===== src/rtl/fp32_pkg.sv =====
// Shared FP32 constants, flag bit positions and the normalised-stage record.
package fp32_pkg;

    localparam int EXP_BIAS = 127;
    localparam int EXP_MAX  = 255;
    localparam logic [31:0] QNAN = 32'h7FC0_0000;

    // Bit positions inside the 5-bit flag vector {invalid, overflow, underflow, inexact, zero}
    localparam int FLG_INVALID   = 4;
    localparam int FLG_OVERFLOW  = 3;
    localparam int FLG_UNDERFLOW = 2;
    localparam int FLG_INEXACT   = 1;
    localparam int FLG_ZERO      = 0;

    // Normalised but not yet rounded product, carried from stage 1 to stage 2
    typedef struct packed {
        logic               sign;
        logic signed [10:0] e;
        logic [22:0]        frac;
        logic               guard;
        logic               sticky;
        logic               zero;
        logic               inf;
        logic               nan;
    } s1_rec_t;

endpackage


===== src/rtl/fp32_round_ne.sv =====
// Round-to-nearest-even of a 23-bit fraction; shared by the multiplier and adder paths.
module fp32_round_ne (
    input  logic [22:0]        frac,
    input  logic               guard,
    input  logic               sticky,
    input  logic signed [10:0] e,
    output logic [22:0]        frac_rnd,
    output logic signed [10:0] e_rnd,
    output logic               inexact
);

    // Increment only above the halfway point, or exactly at it when the fraction is odd
    function automatic logic [23:0] rne_add(input logic [22:0] f, input logic g, input logic s);
        return {1'b0, f} + {23'd0, g & (s | f[0])};
    endfunction

    logic [23:0] sum;

    // A carry out of the fraction means the significand became 2.0: bump the exponent
    always_comb begin
        sum     = rne_add(frac, guard, sticky);
        inexact = guard | sticky;
        if (sum[23]) begin
            frac_rnd = '0;
            e_rnd    = e + 11'sd1;
        end else begin
            frac_rnd = sum[22:0];
            e_rnd    = e;
        end
    end

endmodule


===== src/rtl/fp32_mul_round_pack.sv =====
// FP32 multiplier back end: normalise, round-nearest-even, range/special handling, pack.
module fp32_mul_round_pack
    import fp32_pkg::*;
#(
    parameter int BIAS          = EXP_BIAS,
    parameter int FLUSH_SUBNORM = 1
) (
    input  logic        clk,
    input  logic        rst,
    input  logic        in_valid,
    output logic        in_ready,
    input  logic        in_sign,
    input  logic [8:0]  in_exp_sum,
    input  logic [47:0] in_mant,
    input  logic        in_zero,
    input  logic        in_inf,
    input  logic        in_nan,
    output logic        out_valid,
    input  logic        out_ready,
    output logic [31:0] out_result,
    output logic [4:0]  out_flags
);

    localparam logic signed [10:0] BIAS_S = 11'(BIAS);
    localparam logic signed [10:0] EMAX_S = 11'(EXP_MAX);

    logic               vld_p1;
    s1_rec_t            rec_p1;
    logic               adv_p2;
    logic signed [10:0] e_nrm_p0;
    logic [22:0]        frac_p0;
    logic               guard_p0;
    logic               sticky_p0;
    logic [22:0]        frac_rnd_p1;
    logic signed [10:0] e_rnd_p1;
    logic               inexact_p1;
    logic [31:0]        res_p1;
    logic [4:0]         flg_p1;

    // Stage 2 moves whenever its slot is empty or being drained; stage 1 accepts on the same condition
    always_comb begin
        adv_p2   = !out_valid || out_ready;
        in_ready = rst || !vld_p1 || adv_p2;
    end

    // ---- stage 0 -> 1: normalise so the hidden one sits just above frac ----
    // Pick the exponent and fraction window from the product's leading bit
    always_comb begin
        if (in_mant[47]) begin
            e_nrm_p0  = $signed({2'b00, in_exp_sum}) - BIAS_S + 11'sd1;
            frac_p0   = in_mant[46:24];
            guard_p0  = in_mant[23];
            sticky_p0 = |in_mant[22:0];
        end else begin
            e_nrm_p0  = $signed({2'b00, in_exp_sum}) - BIAS_S;
            frac_p0   = in_mant[45:23];
            guard_p0  = in_mant[22];
            sticky_p0 = |in_mant[21:0];
        end
    end

    // Stage 1 occupancy
    always_ff @(posedge clk) begin
        if (rst) begin
            vld_p1 <= 1'b0;
        end else if (in_ready) begin
            vld_p1 <= in_valid;
        end
    end

    // Stage 1 payload, captured on each accepted beat
    always_ff @(posedge clk) begin
        if (in_valid && in_ready) begin
            rec_p1.sign   <= in_sign;
            rec_p1.e      <= e_nrm_p0;
            rec_p1.frac   <= frac_p0;
            rec_p1.guard  <= guard_p0;
            rec_p1.sticky <= sticky_p0;
            rec_p1.zero   <= in_zero;
            rec_p1.inf    <= in_inf;
            rec_p1.nan    <= in_nan;
        end
    end

    // ---- stage 1 -> 2: round, classify, pack ----
    fp32_round_ne u_round (
        .frac     (rec_p1.frac),
        .guard    (rec_p1.guard),
        .sticky   (rec_p1.sticky),
        .e        (rec_p1.e),
        .frac_rnd (frac_rnd_p1),
        .e_rnd    (e_rnd_p1),
        .inexact  (inexact_p1)
    );

    // Specials outrank range checks; range checks use the post-rounding exponent
    always_comb begin
        res_p1 = '0;
        flg_p1 = '0;
        if (rec_p1.nan || (rec_p1.inf && rec_p1.zero)) begin
            res_p1              = QNAN;
            flg_p1[FLG_INVALID] = rec_p1.inf && rec_p1.zero;
        end else if (rec_p1.inf) begin
            res_p1 = {rec_p1.sign, 8'hFF, 23'd0};
        end else if (rec_p1.zero) begin
            res_p1           = {rec_p1.sign, 31'd0};
            flg_p1[FLG_ZERO] = 1'b1;
        end else if (e_rnd_p1 >= EMAX_S) begin
            res_p1               = {rec_p1.sign, 8'hFF, 23'd0};
            flg_p1[FLG_OVERFLOW] = 1'b1;
            flg_p1[FLG_INEXACT]  = 1'b1;
        end else if ((FLUSH_SUBNORM == 1) && (e_rnd_p1 <= 11'sd0)) begin
            res_p1                = {rec_p1.sign, 31'd0};
            flg_p1[FLG_UNDERFLOW] = 1'b1;
            flg_p1[FLG_ZERO]      = 1'b1;
            flg_p1[FLG_INEXACT]   = 1'b1;
        end else begin
            res_p1              = {rec_p1.sign, e_rnd_p1[7:0], frac_rnd_p1};
            flg_p1[FLG_INEXACT] = inexact_p1;
        end
    end

    // Output register; holds its contents while the consumer stalls
    always_ff @(posedge clk) begin
        if (rst) begin
            out_valid  <= 1'b0;
            out_result <= '0;
            out_flags  <= '0;
        end else if (adv_p2) begin
            out_valid <= vld_p1;
            if (vld_p1) begin
                out_result <= res_p1;
                out_flags  <= flg_p1;
            end
        end
    end

endmodule


===== config.mk =====
export PLATFORM = sky130hd
export DESIGN_NAME = fp32_mul_round_pack
export DESIGN_NICKNAME = d
export VERILOG_FILES = /design/src/rtl/fp32_pkg.sv /design/src/rtl/fp32_round_ne.sv /design/src/rtl/fp32_mul_round_pack.sv
export SDC_FILE = /design/constraint.sdc
export NUM_CORES = 1
export LEC_CHECK = 0
export CAP_MARGIN = 10
export CORE_MARGIN = 4
export CORE_UTILIZATION = 45
export CTS_CLUSTER_DIAMETER = 120
export CTS_CLUSTER_SIZE = 25
export DETAILED_ROUTE_END_ITERATION = 6
export PLACE_DENSITY_LB_ADDON = 0.25
export SLEW_MARGIN = 15
export SYNTH_ARGS = -nofsm -noshare
export SYNTH_HDL_FRONTEND = slang
export SYNTH_HIERARCHICAL = 1
export SYNTH_SLANG_ARGS = --single-unit

===== constraint.sdc =====
create_clock -name clk -period 3.3 [get_ports clk]
set_input_delay 0.66 -clock clk [delete_from_list [all_inputs] [get_ports clk]]
set_output_delay 0.66 -clock clk [all_outputs]
set_load 0.03 [all_outputs]

# ---- Word-level counts from Yosys, hierarchy flattened
# Index checks and enable logic that the tools add are counted.
# Widths: inputs -> output; s select.
dict set report totals {
  input_bits 65
  regBits 79
  elab_cells 53
  out_inout_bits 39
}
dict set report classes {
  addsub 4
  muxes 21
  bitwise_logic 3
  reduce_logical 11
  order_cmp 2
}
# operator count
set ops {}
lappend ops {{$mux 31} 4}
lappend ops {{$mux 23} 2}
lappend ops {{$mux 32} 1}
lappend ops {{$add 23x1->24} 1}
lappend ops {{$reduce_or 23->1} 1}
lappend ops {{$add 11x2->11 const B} 2}
lappend ops {{$mux 11} 2}
lappend ops {{$reduce_or 22->1} 1}
lappend ops {{$ge 11x9->1 const B} 1}
lappend ops {{$le 11x1->1 const B} 1}
lappend ops {{$sub 9x7->10 const B} 1}
lappend ops {{$mux 1} 9}
lappend ops {{$mux 4} 2}
lappend ops {{$logic_or 1x1->1} 4}
lappend ops {{$mux 3} 1}
lappend ops {{$logic_and 1x1->1} 2}
lappend ops {{$logic_not 1->1} 2}
lappend ops {{$or 1x1->1} 2}
lappend ops {{$reduce_and 2->1} 1}
lappend ops {{$and 1x1->1} 1}

# ---- Longest topological paths before layout
# Gate-level depths: netlist of run 1.
dict set report logic_depth {
  ltp_word 10
  mapped_depth 13
  ltp_nobuf 10
}

# ---- Modules after synthesis
# Netlist of run 1, hierarchy kept.
# mod n_inst area_per_inst_um2 cells_each seq_area_each_um2
set by_module_without_submodules {}
lappend by_module_without_submodules {fp32_mul_round_pack 1 3354.5 257 1981.9}
lappend by_module_without_submodules {fp32_round_ne 1 893.4 126 0.0}

# ---- Least setup slack after synthesis of run 1
# Ideal clock, no wire load.
dict set report synth_timing {
  kind {flip-flop to flip-flop}
  startpoint {reg rec_p1[5] (netlist name)}
  endpoint {reg out_flags[1]}
  stages_incl_launch_ff 12
  path_slack_ps 130
  t_arrival_ps 3053
  required_time_ps 3183
  path_buffers 1
  cell_sequence {edfxtp_1 o21a_1 ha_1 nand2_1 or4_4 buf_6 nor4_2 xor2_1 or3_4 o21bai_4 or4_1 a22o_1}
}
dict set report synth_between {
  elab_chain_len 10
}
# element line_no
set synth_rtl {}
lappend synth_rtl {{$or 1x1->1} fp32_round_ne.sv:14} ;# return {1'b0, f} + {23'd0, g & (s | f[0])};
lappend synth_rtl {{$and 1x1->1} fp32_round_ne.sv:14}
lappend synth_rtl {{$add 23x1->24 (*)} fp32_round_ne.sv:14}
lappend synth_rtl {{$mux 11 (*)} fp32_round_ne.sv:23} ;# if (sum[23]) begin
lappend synth_rtl {{net e_rnd_p1[10]} fp32_mul_round_pack.sv:35} ;# logic signed [10:0] e_rnd_p1;
lappend synth_rtl {{$le 11x1->1} fp32_mul_round_pack.sv:112} ;# end else if ((FLUSH_SUBNORM == 1) && (e_rnd_p1 <= 11'sd0)) begin
lappend synth_rtl {{$mux 1} fp32_mul_round_pack.sv:112}
lappend synth_rtl {{$mux 1 (*)} fp32_mul_round_pack.sv:108} ;# end else if (e_rnd_p1 >= EMAX_S) begin
lappend synth_rtl {{$mux 3 (*)} fp32_mul_round_pack.sv:105} ;# end else if (rec_p1.zero) begin
lappend synth_rtl {{$mux 4 (*)} fp32_mul_round_pack.sv:103} ;# end else if (rec_p1.inf) begin
lappend synth_rtl {{$mux 4 (*)} fp32_mul_round_pack.sv:100} ;# if (rec_p1.nan || (rec_p1.inf && rec_p1.zero)) begin
lappend synth_rtl {{end signal: assignment} fp32_mul_round_pack.sv:133} ;# out_flags <= flg_p1;
lappend synth_rtl {{end: declaration} fp32_mul_round_pack.sv:21} ;# output logic [4:0] out_flags
# The timed path passes the listed nets; every way through them passes the cells marked *.
# A chain may end at the register's enable or synchronous reset.

# ---- Worst setup path in the final report of run 1
dict set report layout_timing {
  startpoint {reg rec_p1[5] (netlist name)}
  endpoint {reg out_result[0]}
}
dict set report layout_between {
  elab_chain_len 10
}
# element line_no
set layout_rtl {}
lappend layout_rtl {{$or 1x1->1} fp32_round_ne.sv:14}
lappend layout_rtl {{$and 1x1->1} fp32_round_ne.sv:14}
lappend layout_rtl {{$add 23x1->24 (*)} fp32_round_ne.sv:14}
lappend layout_rtl {{$mux 11 (*)} fp32_round_ne.sv:23}
lappend layout_rtl {{net e_rnd_p1[4]} fp32_mul_round_pack.sv:35}
lappend layout_rtl {{$le 11x1->1} fp32_mul_round_pack.sv:112}
lappend layout_rtl {{$mux 31} fp32_mul_round_pack.sv:112}
lappend layout_rtl {{$mux 31 (*)} fp32_mul_round_pack.sv:108}
lappend layout_rtl {{$mux 31 (*)} fp32_mul_round_pack.sv:105}
lappend layout_rtl {{$mux 31 (*)} fp32_mul_round_pack.sv:103}
lappend layout_rtl {{$mux 32 (*)} fp32_mul_round_pack.sv:100}
lappend layout_rtl {{end signal: assignment} fp32_mul_round_pack.sv:132} ;# out_result <= res_p1;
lappend layout_rtl {{end: declaration} fp32_mul_round_pack.sv:20} ;# output logic [31:0] out_result,
# Marks and branches as above.

==> run_results.csv, run 1 <==
group,metric,value,unit
synth,synthXorXnorAreaFrac,7.42,%
critical_path,cp_data_required_time,3.53,ns
grt,antenna_found_initial,0,
critical_path,critPathTopFamily,"simple AND/OR/NAND/NOR gates",
routing,drtIter0Drc,159,
job,drv_cap,0,
critical_path,cp_max_fo,6,
cts,htree_num_levels,3,
pwr,p_sw_share,25.5,%
sta,post-route-min-period,3.32,ns
routing,wire_per_inst,15.9,µm
grt,track_usage,18.2,%
critical_path,arrival,3.55,ns
critical_path,slowest_delay,0.59,ns
critical_path,slowest_stage,"or4_4",
layout,final_core_util,64.4,%
synth,synth_cells,383,
critical_path,critPathLaunchType,"register",
synth,yosys_warnings,6,
layout,antenna_cells,0,
die,die_width,105,µm
die,io_pins,104,
cts,clock_sinks,79,
routing,finalWirelength,10.2,mm
layout,syn_to_final_growth,39.4,%
run_status,outcome,"complete, but fails checks",
routing,drtPass1Iterations,6,
pwr,power.density,364,nW/µm²
synth,synth-edff-count,40,
sta,fmax,0.301,GHz
routing,vias,3535,
layout,nFillCells,755,
die,row_count,35,
die,coreArea,9200,µm²
synth,synth_top_family_by_area,"simple AND/OR/NAND/NOR gates",
synth,synth_compound_area_share,13.2,%
sta,tightest_slew,0.535,ns
pwr,p_switching,0.550,mW
place,place_ws,-0.216,ns
synth,synth-simple-area-share,20.3,%
synth,ys_types,59,
pwr,p_leak,2.13,nW
sta,post-route-period-util,101,%
cts,cts_buffer_depth,2,
pwr,power_frac_clock,30.1,%
layout,drive_gt1_share,22.8,%
sta,hold_viol_final,0,
cts,clk_pin_slew,0.08,ns
place,finalWeightedCongestion,0.838,
synth,synthAdderAreaFrac,2.06,%
grt,grt_pass1_vias,3500,
sta,finalSetupViolCount,6,
place,hpwlAfterDp,7.64,mm
synth,synth-seq-area-share,46.7,%
grt,grt_max_degree,41,
pwr,internal_power,1.60,mW
synth,ys.flop_type,"edfxtp_1",
synth,yosysTopAreaCell,"edfxtp_1",
synth,ys_async_sr_fraction,0,%
layout,num-nets-final,597,
synth,avgSynthCellArea,11.1,µm²
pwr,ir_worst_vdd,168,µV
grt,grt.overflow.total,0,
cts,cts_tree,"done",
critical_path,worst_setup_path_end_kind,"register",
die,die_h,105,µm
place,port_buffers,103,
sta,maxSlewViolCount,0,
pwr,power_frac_seq,52.2,%
synth,synth_nets,455,
routing,antenna_left,0,
sta,hold_ws,0.462,ns
critical_path,path_class,"register to register",
critical_path,crit_buf_inv,2,
run_status,failed_checks,"negative setup slack",
synth,synth.area.mux_share,7.57,%
routing,vias_per_cell,5.51,
sta,setup_slack,-0.0171,ns
synth,synth.top_cell.area_share,28.3,%
sta,max_slew_margin,64.2,%
routing,drc,0,
cts,cts_buffers,9,
die,dieArea,11100,µm²
cts,cts_hold_buffers,0,
hold_path,hold_class,"register to register",
sta,final.setup_skew,0.0162,ns
cts,insertion_delay,0.35,ns
synth,synth_seq_cells,79,
die,start_util,46.2,%
sta,rsz0062_at_grt,"true",
grt,grt_pass1_wl,16.3,mm
pwr,comb_power_share,17.6,%
synth,netlist_area,4250,µm²
critical_path,crit_chain,"o21a_1, ha_2, nand2_2, or4_4, buf_4, nor3_1, xor2_1, or4_4, o21bai_4, nor4_4, buf_4, a22o_1",
cts,cts_root_buffer,"clkbuf_8",
synth,synth_area_leaders,"edfxtp_1, dfxtp_1, mux2_2, a22o_1, xor2_1",
-- timing repair --
item                       in CTS  in global routing
resized for setup              10                  9
pin swaps                       7                 33
buffers inserted                5                  5
setup endpoints to repair      30                 34
cloned                          1                  1
-- logic make-up after synthesis --
logic type                 after synthesis
and+or+nand+nor                        142
DFF                                     79
adders and majority gates                7
muxes                                   29
buffers and inverters                   22
AOI/OAI and AO/OA                       68
xor gates and xnor gates                36
-- path summary, 6_finish.rpt --
check,start,end,slack (ns),cells past startpoint
setup reg to reg,rec_p1[5],out_result[0],-0.02,12
hold reg to reg,out_result[31],out_result[31],0.46,2
setup / recovery,rec_p1[5],out_result[0],-0.02,12
hold / removal,out_result[31],out_result[31],0.46,2
-- sequential cells by signal, indices dropped and copies added (netlist names) --
register,cells
vld_p1,1
rec_p1,40
out_valid,1
out_flags,5
out_result,32
-- layer usage --
layer	GRT usage [%]	vias up	part of all wire (%)
li1	-	1750	-
met1	23.2	1618	45
met2	30.0	149	47
met3	3.34	18	6.4
met4	7.87	0	1.9
met5	0	-	0
-- synthesized netlist by cell type, types with 6 or more instances --
cell type,instances
mux2_2,25
nand3_1,20
a22o_1,23
a21oi_1,9
dfxtp_1,39
nor2_1,20
nor3_1,9
ha_1,7
nor2b_1,6
nor4_1,7
or3_1,6
nand2_1,22
xnor2_1,13
o221a_2,8
nand4_1,8
xor2_1,23
inv_1,8
edfxtp_1,40
-- final cells by class --
type | count | area (µm²) | share of cell area [%]
Multi-Input combinational cell | 283 | 2230 | 37.6
Clock inverter | 5 | 32.5 | 0.549
Timing Repair Buffer | 144 | 1360 | 22.9
Sequential cell | 79 | 1980 | 33.5
Inverter | 8 | 30.0 | 0.507
Tap cell | 111 | 139 | 2.34
Clock buffer | 11 | 153 | 2.58
-- layout by cell type, fill, tap and decap left out, types with 5 or more instances in the layout --
cell type	count
a21oi_1	8
a22o_1	23
and2_1	5
and3_1	5
buf_4	37
clkbuf_8	9
clkdlybuf4s50_1	103
dfxtp_1	39
edfxtp_1	40
ha_1	6
inv_1	8
mux2_2	25
nand2_1	21
nand3_1	20
nand4_1	8
nor2_1	20
nor2b_1	6
nor3_1	7
nor3_2	6
nor4_1	7
nor4_4	5
o21ai_0	5
o221a_2	8
or3_1	6
xnor2_1	13
xor2_1	23
-- power by group through the flow --
stage | logic [mW] | clock network (mW) | registers, mW
after global routing | 0.410 | 0.703 | 1.13
final | 0.380 | 0.649 | 1.13
after floorplan | 0.164 | 0 | 1.17
after CTS | 0.377 | 0.667 | 1.13
after detailed placement | 0.364 | 0 | 1.15
after global placement | 0.357 | 0 | 1.15
-- tightest hold or removal path, delay by kind of cell, from the launching register on --
| kind | cells | cell delay, ns |
|---|---|---|
| DFF | 1 | 0.32 |
| AOI/OAI and AO/OA | 1 | 0.05 |
| and+or+nand+nor | 1 | 0.05 |
-- stage by stage --
step	setup TNS, ns	instances	power, mW	instance area (µm²)
floorplan	0	383	1.33	4250
global placement	-2.50	614	1.50	5560
detailed placement	-4.91	614	1.51	5560
CTS	-0.00816	635	2.17	5840
global route	-2.46	641	2.24	5920
finish	-0.0735	641	2.16	5920
Note: power is estimated with default switching activity, not from simulation.
==> run 2: changes to the inputs <==
GPL_TIMING_DRIVEN = 0   (was default)
==> run_results.csv, run 2 (same netlist as run 1, synthesis figures left out) <==
group,metric,value,unit
run_status,outcome,"finished clean",
critical_path,cpMostUsedCell,"or4_4",
place,placed_cells,597,
sta,max_slew_margin,63.2,%
cts,htree_num_levels,3,
grt,grt_max_degree,37,
pwr,p_sw_share,25.3,%
grt,antenna_found_initial,0,
die,start_util,46.2,%
critical_path,cp_max_fo,5,
routing,antenna_left,0,
sta,final.setup_skew,0.0114,ns
sta,maxSlewViolCount,0,
grt,grt.overflow.total,0,
critical_path,slowest_delay,0.57,ns
job,drv_cap,0,
critical_path,crit_chain,"o21a_1, ha_4, nand2_4, or4_4, clkbuf_16, nor2_4, mux2_4, or4_4, o21bai_4, nor4_4, buf_4, a22o_1",
pwr,ir_worst_vdd,182,µV
routing,vias_per_cell,5.54,
layout,nFillCells,759,
routing,drtIter0Drc,120,
pwr,power.density,370,nW/µm²
routing,drtPass1Iterations,4,
sta,hold_viol_final,0,
layout,largest_reg_flops,40,
die,dieArea,11100,µm²
place,dpl-instance-area,5430,µm²
critical_path,critPathLaunchType,"register",
layout,drive_gt1_share,20.2,%
grt,grt_pass1_vias,3282,
cts,clk_pin_slew,0.08,ns
hold_path,hold_class,"register to register",
layout,instances_no_fill,626,
die,row_count,35,
layout,num-nets-final,582,
pwr,power_frac_seq,52.4,%
layout,max_flop_register,"rec_p1",
critical_path,slowest_stage,"or4_4",
place,finalWeightedCongestion,0.874,
layout,syn_to_final_growth,38.1,%
sta,setup_tns,0,ns
critical_path,worst_setup_path_end_kind,"register",
cts,clock_sinks,79,
pwr,p_leak,2.12,nW
critical_path,crit_buf_inv,2,
critical_path,critPathTopFamily,"simple AND/OR/NAND/NOR gates",
pwr,internal_power,1.62,mW
layout,design_area,5870,µm²
pwr,power_frac_clock,31.2,%
cts,cts_root_buffer,"clkbuf_8",
place,hpwlAfterDp,7.54,mm
layout,antenna_cells,0,
layout,reg_top3,"rec_p1 x40, out_result x32, out_flags x5",
cts,cts_buffer_depth,2,
sta,fmax,0.309,GHz
grt,grt_pass1_wl,15.3,mm
place,port_buffers,102,
critical_path,r2r_slack,0.06,ns
cts,cts_buffers,9,
layout,regArea,1980,µm²
die,die_h,105,µm
sta,finalSetupViolCount,0,
pwr,power,2.17,mW
layout,multi_input_area,2270,µm²
routing,finalWirelength,9.83,mm
die,coreArea,9200,µm²
critical_path,cp_data_required_time,3.55,ns
critical_path,path_class,"register to register",
pwr,p_switching,0.550,mW
sta,post-route-period-util,98.0,%
die,die_width,105,µm
sta,post-route-min-period,3.24,ns
layout,final_common_cell,"clkdlybuf4s50_1",
routing,vias,3469,
pwr,comb_power_share,16.4,%
layout,layout_common_cells,"clkdlybuf4s50_1, edfxtp_1, dfxtp_1",
routing,drc,0,
grt,track_usage,16.9,%
cts,insertion_delay,0.35,ns
critical_path,arrival,3.48,ns
sta,tightest_slew,0.550,ns
die,io_pins,104,
cts,cts_tree,"done",
routing,wire_per_inst,15.7,µm
[run 2: cell types whose count changed in the layout (fill, tap and decap cells not counted), moves of 2 or more]
cell      previous run  this run
buf_1                0         2
nor3_2               6         4
clkbuf_1             1         5
nor3_4               0         2
xor2_1              23        20
buf_4               37        12
buf_12               0         2
buf_2                0         2
xor2_2               0         3
[run 2: worst reg2reg max path, cell delays in order (launching register included)]
cell and delay (ns):
edfxtp_1 0.36, o21a_1 0.17, ha_4 0.18, nand2_4 0.06, or4_4 0.57, clkbuf_16 0.19
nor2_4 0.12, mux2_4 0.32, or4_4 0.53, o21bai_4 0.17, nor4_4 0.09, buf_4 0.17
a22o_1 0.22
[run 2: final cells by class]
| type | instances | share of cell area, % |
|---|---|---|
| Timing Repair Buffer | 116 | 19.7 |
| Inverter | 8 | 0.512 |
| Sequential cell | 79 | 33.8 |
| Clock buffer | 9 | 2.11 |
| Multi-Input combinational cell | 282 | 38.7 |
| Clock inverter | 7 | 1.09 |
| Tap cell | 111 | 2.37 |
| Buffer | 14 | 1.73 |
[run 2: path summary, 6_finish.rpt]
kind / from / endpoint / cells after the start
worst max-delay path: rec_p1[5] / out_result[6] / 12
worst min-delay path: out_result[31] / out_result[31] / 2
worst max register to register: rec_p1[5] / out_result[6] / 12
worst min register to register: out_result[31] / out_result[31] / 2
[run 2: power by group through the flow]
stage	Combinational, mW	Sequential, mW	Clock, mW
2_1_floorplan	0.164	1.17	0
3_3_place_gp	0.325	1.16	0
3_5_place_dp	0.334	1.16	0
4_1_cts	0.347	1.13	0.694
5_1_grt	0.382	1.14	0.733
6_report	0.355	1.14	0.677
[run 2: what timing repair did]
action	in CTS	in global routing
gates cloned	0	2
hold buffers	0	0
buffers inserted	3	8
resized for setup	13	14
pin swaps	7	12
setup endpoints to repair	32	31
[run 2: layer usage]
| metal | GRT usage [%] | vias up | routed length [µm] |
|---|---|---|---|
| li1 | - | 1718 | - |
| met1 | 22.5 | 1627 | 4530 |
| met2 | 26.9 | 113 | 4620 |
| met3 | 4.14 | 11 | 573 |
| met4 | 5.34 | 0 | 115 |
| met5 | 0 | - | 0 |
[run 2: through the flow]
step / hold slack (ns) / setup WS [ns] / util [%]
global placement: 0.441 / -0.185 / 58.8
finish: 0.456 / 0.0645 / 63.8
detailed placement: 0.448 / -0.271 / 59.0
CTS: 0.458 / 0.00641 / 62.2
floorplan: 0.470 / 0.130 / -
global route: 0.487 / -0.0313 / 63.8
==> run 3: changes to the inputs <==
clock period = 2.8 ns   (was 3.3 ns; I/O delays follow)
==> run_results.csv, run 3 (same netlist as run 1, synthesis figures left out) <==
group,metric,value,unit
cts,cts_tree,"done",
grt,grt_max_degree,39,
routing,antenna_left,0,
critical_path,arrival,3.50,ns
critical_path,cp_max_fo,10,
layout,drive_gt1_share,22.9,%
cts,clk_pin_slew,0.09,ns
grt,use_met2,30.0,%
die,start_util,46.2,%
sta,maxSlewViolCount,0,
die,dieArea,11100,µm²
routing,drtPass1Iterations,5,
place,port_buffers,102,
cts,insertion_delay,0.35,ns
hold_path,hold_class,"register to register",
sta,post-route-min-period,3.26,ns
pwr,power,2.61,mW
layout,antenna_cells,0,
sta,finalSetupViolCount,35,
sta,setup_slack,-0.460,ns
place,hpwlAfterDp,7.38,mm
routing,wire_per_inst,16.0,µm
critical_path,worst_setup_path_end_kind,"register",
layout,regArea,1980,µm²
sta,rsz0062_at_grt,"true",
grt,grt_pass1_vias,3442,
grt,met3_usage,4.57,%
layout,reg_top3,"rec_p1 x40, out_result x32, out_flags x5",
run_status,failed_checks,"negative setup slack",
grt,antenna_found_initial,0,
layout,layout_common_cells,"clkdlybuf4s50_1, edfxtp_1, dfxtp_1",
die,io_pins,104,
grt,met1_usage,21.9,%
critical_path,critPathTopFamily,"simple AND/OR/NAND/NOR gates",
layout,max_flop_register,"rec_p1",
cts,htree_num_levels,3,
cts,cts_buffers,9,
layout,multi_input_area,2360,µm²
job,drv_cap,0,
routing,vias,3559,
grt,track_usage,17.9,%
place,finalWeightedCongestion,0.893,
critical_path,slowest_stage,"or4_4",
sta,post-route-period-util,116,%
layout,num-nets-final,587,
routing,finalWirelength,10.1,mm
sta,max_slew_margin,62.5,%
critical_path,crit_buf_inv,2,
cts,cts_buffer_depth,2,
sta,fmax,0.307,GHz
grt,grt.overflow.total,0,
layout,syn_to_final_growth,41.4,%
sta,setup_tns,-14.66,ns
critical_path,cp_data_required_time,3.04,ns
pwr,power.density,434,nW/µm²
die,coreArea,9200,µm²
critical_path,crit_chain,"o21a_1, ha_4, nand2_4, or4_4, buf_12, nor2_4, mux2_4, or4_4, o21bai_4, nor4_4, buf_6, a22o_1",
die,die_width,105,µm
pwr,p_leak,2.19,nW
layout,final_common_cell,"clkdlybuf4s50_1",
die,die_h,105,µm
layout,nFillCells,723,
critical_path,slowest_delay,0.58,ns
routing,drtIter0Drc,167,
die,row_count,35,
routing,drc,0,
critical_path,path_class,"register to register",
sta,hold_viol_final,0,
sta,hold_ws,0.456,ns
cts,clock_sinks,79,
sta,tightest_slew,0.561,ns
pwr,ir_worst_vdd,191,µV
layout,largest_reg_flops,40,
run_status,outcome,"complete, but fails checks",
sta,final.setup_skew,0.0142,ns
critical_path,cpMostUsedCell,"or4_4",
grt,globalRoute.busiestLayer,"met2",
cts,cts_root_buffer,"clkbuf_8",
grt,grt_pass1_wl,16.0,mm
critical_path,critPathLaunchType,"register",
routing,vias_per_cell,5.64,
## run 3: final cells by class
class	instances	share of cell area, %
Multi-Input combinational cell	282	39.3
Sequential cell	79	33.0
Timing Repair Buffer	121	19.9
Tap cell	111	2.31
Clock buffer	9	2.06
Buffer	14	1.69
Clock inverter	7	1.23
Inverter	8	0.500
## run 3: report_power, final
part / internal, mW / total, mW / switching [mW] / leakage [nW]
logic: 0.234 / 0.441 / 0.207 / 1.39
clock network: 0.412 / 0.825 / 0.413 / 0.0953
registers: 1.28 / 1.34 / 0.0592 / 0.706
total: 1.93 / 2.61 / 0.679 / 2.19
## run 3: worst reg2reg max path: stages, from the launching register on
cell      delay [ns]
edfxtp_1        0.36
o21a_1          0.18
ha_4            0.16
nand2_4         0.05
or4_4           0.58
buf_12          0.17
nor2_4          0.12
mux2_4          0.32
or4_4           0.58
o21bai_4        0.16
nor4_4          0.08
buf_6           0.15
a22o_1          0.23
## run 3: per-layer routing
metal | wire length (µm) | vias up
li1 | - | 1724
met1 | 4400 | 1674
met2 | 4840 | 139
met3 | 697 | 22
met4 | 184 | 0
met5 | 0 | -
## run 3: worst paths after layout
check / start / end / slack (ns) / cells after the start
worst max-delay path: rec_p1[5] / out_result[21] / -0.46 / 12
worst min register to register: out_result[31] / out_result[31] / 0.46 / 2
worst max register to register: rec_p1[5] / out_result[21] / -0.46 / 12
worst min-delay path: out_result[31] / out_result[31] / 0.46 / 2
## run 3: timing repair
item                       CTS  global route
gates resized for setup     15            13
setup endpoints to repair   35            35
pin swaps                   17             7
hold buffers                 0             0
gates cloned                 1             0
buffers inserted            12             5
## run 3: through the flow
stage          instances  area [µm²]  utilization, %  setup slack, ns
2_1_floorplan        383        4310               -           -0.248
3_3_place_gp         596        5470            59.4           -0.520
3_5_place_dp         597        5490            59.7           -0.528
4_1_cts              626        5890            64.0           -0.426
5_1_grt              631        6000            65.3           -0.548
6_report             631        6000            65.3           -0.460
